File: src/rtl/pixel_sensor_cds_pkg.sv
// Shared configuration for the pixel sensor block: default pixel width and
// the pixel control state encoding used by the top level and the bench.
package PixelSensorConfig;

    // Conversion and data width used when the instantiation does not override it
    localparam int PIXEL_BITS_DEFAULT = 8;

    // Supported range of PIXEL_BITS
    localparam int PIXEL_BITS_MIN = 4;
    localparam int PIXEL_BITS_MAX = 16;

    // Pixel control states; ST_CONV_RST is only reachable when the
    // correlated double sampling path is built
    typedef enum logic [2:0] {
        ST_IDLE     = 3'd0,
        ST_ERASE    = 3'd1,
        ST_EXPOSE   = 3'd2,
        ST_CONV_RST = 3'd3,
        ST_CONV_SIG = 3'd4,
        ST_HOLD     = 3'd5
    } pixel_state_t;

endpackage

File: src/rtl/pixel_sensor_cds_sample_latch.sv
// First-trip capture for one ramp conversion window.
// While the window is open the first comparator trip stores the ramp code;
// later trips in the same window are ignored. If the window closes without a
// trip the sample saturates to all-ones and no_trip is raised.
module pixel_sample_latch
    import PixelSensorConfig::*;
#(
    parameter int PIXEL_BITS = PIXEL_BITS_DEFAULT
) (
    input  logic                  clk,
    input  logic                  reset,
    input  logic                  clear,
    input  logic                  window_open,
    input  logic                  window_close,
    input  logic                  cmp,
    input  logic [PIXEL_BITS-1:0] counter,
    output logic [PIXEL_BITS-1:0] sample,
    output logic                  no_trip
);

    logic [PIXEL_BITS-1:0] sample_q;
    logic [PIXEL_BITS-1:0] sample_d;
    logic                  tripped_q;
    logic                  tripped_d;
    logic                  no_trip_q;
    logic                  no_trip_d;

    // Capture the first trip, or saturate when the window ends untripped
    always_comb begin
        sample_d  = sample_q;
        tripped_d = tripped_q;
        no_trip_d = no_trip_q;
        if (clear) begin
            sample_d  = '0;
            tripped_d = 1'b0;
            no_trip_d = 1'b0;
        end else if (window_open && cmp && !tripped_q) begin
            sample_d  = counter;
            tripped_d = 1'b1;
        end else if (window_close && !tripped_q) begin
            sample_d  = '1;
            tripped_d = 1'b1;
            no_trip_d = 1'b1;
        end
    end

    // Sample state registers with synchronous reset
    always_ff @(posedge clk) begin
        if (reset) begin
            sample_q  <= '0;
            tripped_q <= 1'b0;
            no_trip_q <= 1'b0;
        end else begin
            sample_q  <= sample_d;
            tripped_q <= tripped_d;
            no_trip_q <= no_trip_d;
        end
    end

    assign sample  = sample_q;
    assign no_trip = no_trip_q;

endmodule

File: src/rtl/pixel_sensor_cds.sv
// Single-pixel digital back end: erase / expose / ramp conversion control,
// first-trip sampling of the global ramp code and a registered readout that
// drives zero when not selected so many pixels can be wire-ORed.
// Build option: define PIXEL_SENSOR_CDS_EN to add the reset-level conversion
// window, its sample register and the clamped subtractor (correlated double
// sampling). Without it the pixel reports the signal sample directly.
module pixel_sensor_cds
    import PixelSensorConfig::*;
#(
    parameter int PIXEL_BITS   = PIXEL_BITS_DEFAULT,
    parameter int WIDTH_INDEX  = 0,
    parameter int HEIGHT_INDEX = 0
) (
    input  logic                  clk,
    input  logic                  reset,
    input  logic                  ERASE,
    input  logic                  EXPOSE,
    input  logic                  CONVERT,
    input  logic                  READ,
    input  logic                  CMP,
    input  logic [PIXEL_BITS-1:0] COUNTER,
    output logic [PIXEL_BITS-1:0] DATA,
    output logic                  DATA_VALID,
    output logic                  OVERFLOW
);

    // The array position parameters only identify the instance; reject
    // nonsensical values and unsupported widths at elaboration
    if (PIXEL_BITS < PIXEL_BITS_MIN || PIXEL_BITS > PIXEL_BITS_MAX ||
        WIDTH_INDEX < 0 || HEIGHT_INDEX < 0) begin : g_bad_param
        $error("pixel_sensor_cds: unsupported parameter value");
    end

    pixel_state_t          state_q;
    pixel_state_t          state_d;
    logic                  convert_q;
    logic                  convert_d;
    logic                  convert_fall;
    logic [PIXEL_BITS-1:0] data_q;
    logic [PIXEL_BITS-1:0] data_d;
    logic                  data_valid_q;
    logic                  data_valid_d;

    logic                  sig_open;
    logic                  sig_close;
    logic [PIXEL_BITS-1:0] sig_sample;
    logic                  sig_no_trip;
    logic [PIXEL_BITS-1:0] result;

`ifdef PIXEL_SENSOR_CDS_EN
    logic                  rst_open;
    logic                  rst_close;
    logic [PIXEL_BITS-1:0] rst_sample;
    logic                  rst_no_trip;
    logic [PIXEL_BITS:0]   diff_wide;
`endif

    // Remember CONVERT so a window ends on its falling edge rather than on
    // a low level, which lets CONV_SIG wait for its own rising edge
    always_comb begin
        convert_d    = CONVERT;
        convert_fall = convert_q && !CONVERT;
    end

    // Next-state logic; ERASE overrides every other input in every state
    always_comb begin
        state_d = state_q;
        if (ERASE) begin
            state_d = ST_ERASE;
        end else begin
            case (state_q)
                ST_IDLE: begin
                    state_d = ST_IDLE;
                end
                ST_ERASE: begin
                    if (EXPOSE) begin
                        state_d = ST_EXPOSE;
                    end
                end
                ST_EXPOSE: begin
                    if (!EXPOSE && CONVERT) begin
`ifdef PIXEL_SENSOR_CDS_EN
                        state_d = ST_CONV_RST;
`else
                        state_d = ST_CONV_SIG;
`endif
                    end
                end
`ifdef PIXEL_SENSOR_CDS_EN
                ST_CONV_RST: begin
                    if (convert_fall) begin
                        state_d = ST_CONV_SIG;
                    end
                end
`endif
                ST_CONV_SIG: begin
                    if (convert_fall) begin
                        state_d = ST_HOLD;
                    end
                end
                ST_HOLD: begin
                    state_d = ST_HOLD;
                end
                default: begin
                    state_d = ST_IDLE;
                end
            endcase
        end
    end

    // Conversion windows are open only while CONVERT is high in their state
    always_comb begin
        sig_open  = (state_q == ST_CONV_SIG) && CONVERT;
        sig_close = (state_q == ST_CONV_SIG) && convert_fall;
`ifdef PIXEL_SENSOR_CDS_EN
        rst_open  = (state_q == ST_CONV_RST) && CONVERT;
        rst_close = (state_q == ST_CONV_RST) && convert_fall;
`endif
    end

    pixel_sample_latch #(
        .PIXEL_BITS (PIXEL_BITS)
    ) u_sig_latch (
        .clk          (clk),
        .reset        (reset),
        .clear        (ERASE),
        .window_open  (sig_open),
        .window_close (sig_close),
        .cmp          (CMP),
        .counter      (COUNTER),
        .sample       (sig_sample),
        .no_trip      (sig_no_trip)
    );

`ifdef PIXEL_SENSOR_CDS_EN
    pixel_sample_latch #(
        .PIXEL_BITS (PIXEL_BITS)
    ) u_rst_latch (
        .clk          (clk),
        .reset        (reset),
        .clear        (ERASE),
        .window_open  (rst_open),
        .window_close (rst_close),
        .cmp          (CMP),
        .counter      (COUNTER),
        .sample       (rst_sample),
        .no_trip      (rst_no_trip)
    );
`endif

    // Pixel value: signal minus reset level with an extra sign bit, clamped
    // at zero when the reset level is the larger of the two
    always_comb begin
`ifdef PIXEL_SENSOR_CDS_EN
        diff_wide = {1'b0, sig_sample} - {1'b0, rst_sample};
        if (diff_wide[PIXEL_BITS]) begin
            result = '0;
        end else begin
            result = diff_wide[PIXEL_BITS-1:0];
        end
`else
        result = sig_sample;
`endif
    end

    // Readout drives the value only for a READ in HOLD, zero otherwise
    always_comb begin
        data_d       = '0;
        data_valid_d = 1'b0;
        if (!ERASE && (state_q == ST_HOLD) && READ) begin
            data_d       = result;
            data_valid_d = 1'b1;
        end
    end

    // Control and readout registers with synchronous reset
    always_ff @(posedge clk) begin
        if (reset) begin
            state_q      <= ST_IDLE;
            convert_q    <= 1'b0;
            data_q       <= '0;
            data_valid_q <= 1'b0;
        end else begin
            state_q      <= state_d;
            convert_q    <= convert_d;
            data_q       <= data_d;
            data_valid_q <= data_valid_d;
        end
    end

    assign DATA       = data_q;
    assign DATA_VALID = data_valid_q;
`ifdef PIXEL_SENSOR_CDS_EN
    assign OVERFLOW   = sig_no_trip || rst_no_trip;
`else
    assign OVERFLOW   = sig_no_trip;
`endif

endmodule
File: config.mk
export PLATFORM = sky130hd
export DESIGN_NAME = pixel_sensor_cds
export DESIGN_NICKNAME = d
export VERILOG_FILES = /design/src/rtl/pixel_sensor_cds_pkg.sv /design/src/rtl/pixel_sensor_cds_sample_latch.sv /design/src/rtl/pixel_sensor_cds.sv
export SDC_FILE = /design/constraint.sdc
export NUM_CORES = 1
export LEC_CHECK = 0
export BUFFER_PORTS_ARGS = -buffer_cell sky130_fd_sc_hd__buf_4
export CAP_MARGIN = 0
export CORE_UTILIZATION = 51
export CTS_CLUSTER_DIAMETER = 40
export DETAILED_ROUTE_END_ITERATION = 10
export GPL_TIMING_DRIVEN = 0
export PLACE_DENSITY = 0.76
export SKIP_LAST_GASP = 1
export SYNTH_ARGS = -nofsm -noshare
export SYNTH_HDL_FRONTEND = slang
export SYNTH_HIERARCHICAL = 1
export SYNTH_SLANG_ARGS = --single-unit
File: constraint.sdc
create_clock -name clk -period 2.7 [get_ports clk]
set_input_delay 0 -clock clk [delete_from_list [all_inputs] [get_ports clk]]
set_output_delay 0 -clock clk [all_outputs]
set_load 0.01 [all_outputs]
=== Yosys cells after proc, flatten, opt, wreduce, memory -nomap -nowiden ===
Cells that the tools add are included.
W data, S select, Z words.

* Memories kept: 0
* Output and inout port bits: 10
* Bits in writable memories: 0
* ROM bits: 0
* Flip-flop bits (word level): 23
* Bits in latches: 0
* Word-level logic and storage cells: 49
* Input port bits: 15

* Divide/modulo/power cells: 0
* Muxes and demuxes: 10
* Order comparisons: 0
* Equality and inequality tests: 10
* Shift-type cells: 0
* Multiply operators: 0
* Reduce and logical (&&, ||, !) cells: 19
* Bitwise logic cells: 2
* Add/subtract/negate cells: 0

{| class="wikitable"
|+ Operators by type and width
! kind !! number
|-
| $mux W8 || 2
|-
| $pmux W3 S4 || 1
|-
| $logic_and A1 B1 Y1 || 9
|-
| $mux W3 || 3
|-
| $ne A3 B3 Y1 const B || 3
|-
| $eq A3 B3 Y1 const B || 2
|-
| $ne A2 B2 Y1 const B || 3
|-
| $reduce_and A3 Y1 || 2
|-
| $logic_not A1 Y1 || 4
|-
| $mux W1 || 4
|-
| $reduce_or A2 Y1 || 2
|-
| $eq A3 B1 Y1 const B || 1
|-
| $eq A3 B2 Y1 const B || 1
|-
| $not A1 Y1 || 2
|-
| $reduce_and A2 Y1 || 1
|-
| $reduce_bool A2 Y1 || 1
|}

=== Logic depth before layout (Yosys ltp) ===
* Word-level depth: 6
* Depth in mapped cells: 5
* Mapped depth without buffers: 5

=== Cells and area by module ===
Netlist, hierarchy kept.

{| class="wikitable"
|+ By module, submodules not included
! module !! area each (µm²) !! cells each !! times used
|-
| pixel_sensor_cds || 449.2 || 40 || 1
|-
| pixel_sample_latch || 362.8 || 27 || 1
|}

=== Worst setup path after synthesis ===
No wires, ideal clock.

* Path type: flip-flop to flip-flop
* Start point: register state_q[1]
* End point: register u_sig_latch.sample_q[0], in the netlist u_sig_latch/sample[0]
* Required time: 2642 ps
* Stages on the path, launching flop included: 6
* Path slack: 1198 ps
* Buffers on the path: 0
* Clock period less this slack: 1502 ps
* Data arrival time: 1444 ps
* Cell sequence: dfxtp_1 -> nand2b_4 -> nor3b_1 -> a21oi_2 -> nor2_4 -> o221a_2

* Cells in the longest elaborated chain, start to end: 5

{| class="wikitable"
|+ Ends and longest elaborated chain
! what !! line !! source
|-
| start, declared || pixel_sensor_cds.sv:34 || <nowiki>pixel_state_t state_q;</nowiki>
|-
| start signal, assigned || pixel_sensor_cds.sv:184 || <nowiki>state_q <= state_d;</nowiki>
|-
| $eq A3 B3 Y1 * || pixel_sensor_cds.sv:113 || <nowiki>sig_open = (state_q == ST_CONV_SIG) && CONVERT;</nowiki>
|-
| $logic_and A1 B1 Y1 * || pixel_sensor_cds.sv:113 ||
|-
| named net sig_open || pixel_sensor_cds.sv:44 || <nowiki>logic sig_open;</nowiki>
|-
| $logic_and A1 B1 Y1 * (2 in a row) || pixel_sensor_cds_sample_latch.sv:37 || <nowiki>end else if (window_open && cmp && !tripped_q) begin</nowiki>
|-
| $mux W8 / $reduce_bool A2 Y1 (equally long branches) || - ||
|-
| end signal, assigned || pixel_sensor_cds_sample_latch.sv:54 || <nowiki>sample_q <= sample_d;</nowiki>
|-
| end, declared || pixel_sensor_cds_sample_latch.sv:21 || <nowiki>logic [PIXEL_BITS-1:0] sample_q;</nowiki>
|}

Mark *: on every way through the listed nets, which the timed path passes. The rest lies on a longest branch.
A chain may end at the register's enable or synchronous reset.

=== Worst setup path in the final report ===
* Start point: register state_q[1]
* End point: register u_sig_latch.sample_q[4], in the netlist u_sig_latch/sample[4]

Same word-level chain as after synthesis.

==> results.md <==
- Status: finished, final reports clean
- Post-DP HPWL: 1.04 mm
- Final routed DRC violation total: 0
- CTS H-tree depth: 1
- Netlist area before placement: 812 um2
- Min-delay src: READ
- Class of the most critical hold timing path: in2reg
- Final GP Congestion: approximately 0.8
- Synthesized instance count: 67
- Highest-count cells in the layout ignoring fill and taps: 24 x buf_4, 23 x dfxtp_1, 12 x dlygate4sd3_1, 8 x and2_1, 8 x o221a_2
- RSZ-0062 raised after global routing: no
- Max-cap violations: 0
- Worst flop-to-flop path startpoint: state_q[1]$_SDFFE_PP0P_
- Hold violation total from the final report: 0
- Maximum achievable frequency: 0.594 GHz
- Initial antenna violation count: 0
- Largest incremental delay on the critical path: around 0.53 ns
- Number of nets in the finished design: 123
- Detailed Routing Iterations Pass 1: 4
- Cell with the largest stage delay on the worst path: nor3b_1
- Lkg Pwr: slightly below 0.5 nW
- Standard cell core area: 1490 um2
- Clock-pin slew reported for the worst setup and hold paths after clock tree synthesis: around 0.12 ns
- Buffers plus inverters on the worst setup path: 0
- Clock Power Share: 0.280
- Total CTS buffers: 3
- Fraction of power spent switching nets: 0.208
- Post-cts repair resize count: 0
- Combinational group share of total power: 0.084
- Final wirelength: roughly 1.6 mm
- Startpoint type of the worst setup path: flip-flop
- Routed length per instance: ~13 um
- DR iter-0 viols: 13
- Worst skew pair latency: approximately 0.3 ns
- Die span in y: around 42 um
- Pin count of the biggest net entering global routing: 13
- Setup total negative slack: 0 ns
- Initial core utilization: 0.545
- Remaining number of nets flagged by the antenna check after routing: 0
- Buffer cell driving the clock tree root: clkbuf_4
- Critical path class: reg2reg
- Number of buffer cells added on primary ports: 24
- Power density over cell area: around 470 nW/um2
- VDD IR-drop max: just over 0.3 mV
- Fin. max-slew vios: 0
- Via Count: roughly 670
- Synth-to-layout area growth: 42.7%
- Slew headroom: 0.598
- Top-level port count: 25
- Die Area: 1760 um2
- Crit. Startpoint: state_q[1]$_SDFFE_PP0P_
- Mapped Nets: 82
- Seq/Total Area, Yosys: 0.567
- Number of buffers on the longest clock path: 2
- Yosys warnings: 6
- Number of global-route vias before repair: slightly below 700
- Seq cells post-synth: 23
- Fin Clk Skew: roughly 0.0063 ns
- Fraction of synthesis flops using an asynchronous set or reset pin: 0
- Cell-internal power: about 0.43 mW
- Final-report setup violation count: 0
- # diodes: 0
- Endpoint type of the worst setup path: flip-flop
- Endpoint required time on the critical path: just under 3 ns
- Leading cell type in the layout, fill and taps excluded: buf_4
- Worst-path cell chain: nand2b_4 -> nor3b_1 -> a21oi_2 -> nor2_4 -> o221a_2
- Setup ws final: a little over 1 ns
- Pin slew with the least headroom to its limit: 0.602 ns
- Relative contribution of sequential cells to total power: 0.637
- Placement-stage worst setup slack: approximately 1.0 ns
- Post-DR vias/cell: ~5.4
- Number of distinct library cells after synthesis: 24
- Std-Cell Rows: 14
- Overflow after GRT: 0
- Arrival time at the worst endpoint: approximately 1.9 ns
- Final critical-path share of the clock period: 0.623
- Proportion of layout cells with a drive suffix above 1: 0.383
- Global-route wire length before repair: between 2 and 3 mm
- Mean instance size in the synthesized netlist: about 12 um2
- Total routing usage reported by global routing: 0.216
- Clock Sink Count: 23
- TritonCTS clock tree: done
- Biggest fanout along the worst timing path: 8
- X dimension of the die: approximately 42 um
- Final period demand of the worst path: around 1.7 ns
- Number of flops mapped to enable cells by yosys: 0
- Net switching component of the power: 0.112 mW
- Dominant synthesized flop cell: dfxtp_1
- Cell family contributing the most delay on the critical path: simple AND/OR/NAND/NOR gates
final cells by class:
cell class | instances | area (um2)
repair buffers | 36 | 300
clock buffers | 4 | 26.3
multi-input cells | 42 | 344
fillers | 106 | 330
well taps | 16 | 20.0
inverters | 2 | 7.51
flip-flops and latches | 23 | 460
state kept, by name, indices dropped and copies added, names as in the netlist:
signal,count
DATA,8
u_sig_latch/sample,8
state_q,3
DATA_VALID,1
convert_q,1
u_sig_latch/no_trip,1
u_sig_latch/tripped_q,1
metrics by stage:
step	hold slack [ns]	total power, mW	area, um2	util	cells
finish	0.00744	0.540	1160	0.778	123
global route	0.0264	0.562	1160	0.778	123
CTS	0.00477	0.545	1160	0.778	123
detailed placement	0.245	0.383	1010	0.680	107
global placement	0.244	0.382	1010	0.680	107
floorplan	0.0691	0.360	812	-	67
tightest hold or removal path, stage by stage:
cell and delay [ns]:
buf_4 0.11, nand2_1 0.09, nor4_4 0.07
repair_timing:
| action | in CTS | in global routing |
|---|---|---|
| setup endpoints to repair | 0 | 0 |
| endpoints found under the hold margin | 14 | 0 |
| hold buffers | 12 | 0 |
| setup buffers | 0 | 0 |
synthesized netlist by cell type, types with 2 or more instances:
| cell type | n | area share |
|---|---|---|
| dfxtp_1 | 23 | 0.57 |
| o221a_2 | 8 | 0.11 |
| nand2_1 | 2 | 0.0092 |
| inv_1 | 2 | 0.0092 |
| nor2b_1 | 4 | 0.031 |
| and2_1 | 8 | 0.062 |
| a21oi_1 | 3 | 0.018 |
kinds of logic after synthesis:
family,count (synthesis),share of synthesized area
buf+inv,2,0.00925
simple gates,26,0.250
compound gates,16,0.174
flops,23,0.567
worst paths after layout:
check / end / slack [ns] / cells after the start
worst max register to register: u_sig_latch/sample[4]$_SDFFE_PP0P_ / 1.02 / 5
worst min-delay path: DATA_VALID$_SDFF_PP0_ / 0.007 / 3
worst min register to register: DATA[4]$_SDFF_PP0_ / 0.47 / 1
worst max-delay path: u_sig_latch/sample[4]$_SDFFE_PP0P_ / 1.02 / 5
power groups by stage:
stage / clock network [mW] / logic, mW / registers [mW]
after floorplan: 0 / 0.00895 / 0.351
after global placement: 0 / 0.0310 / 0.351
after detailed placement: 0 / 0.0313 / 0.351
after CTS: 0.157 / 0.0441 / 0.344
after global routing: 0.170 / 0.0482 / 0.344
final: 0.151 / 0.0451 / 0.344
metal layers:
layer,GRT usage,vias to the layer above,wire length (um)
met5,0,-,0
met4,0.0968,0,19
met3,0.0391,2,59
met2,0.419,21,879
met1,0.219,314,654
li1,-,330,-
Note: power is estimated with default switching activity, not from simulation.
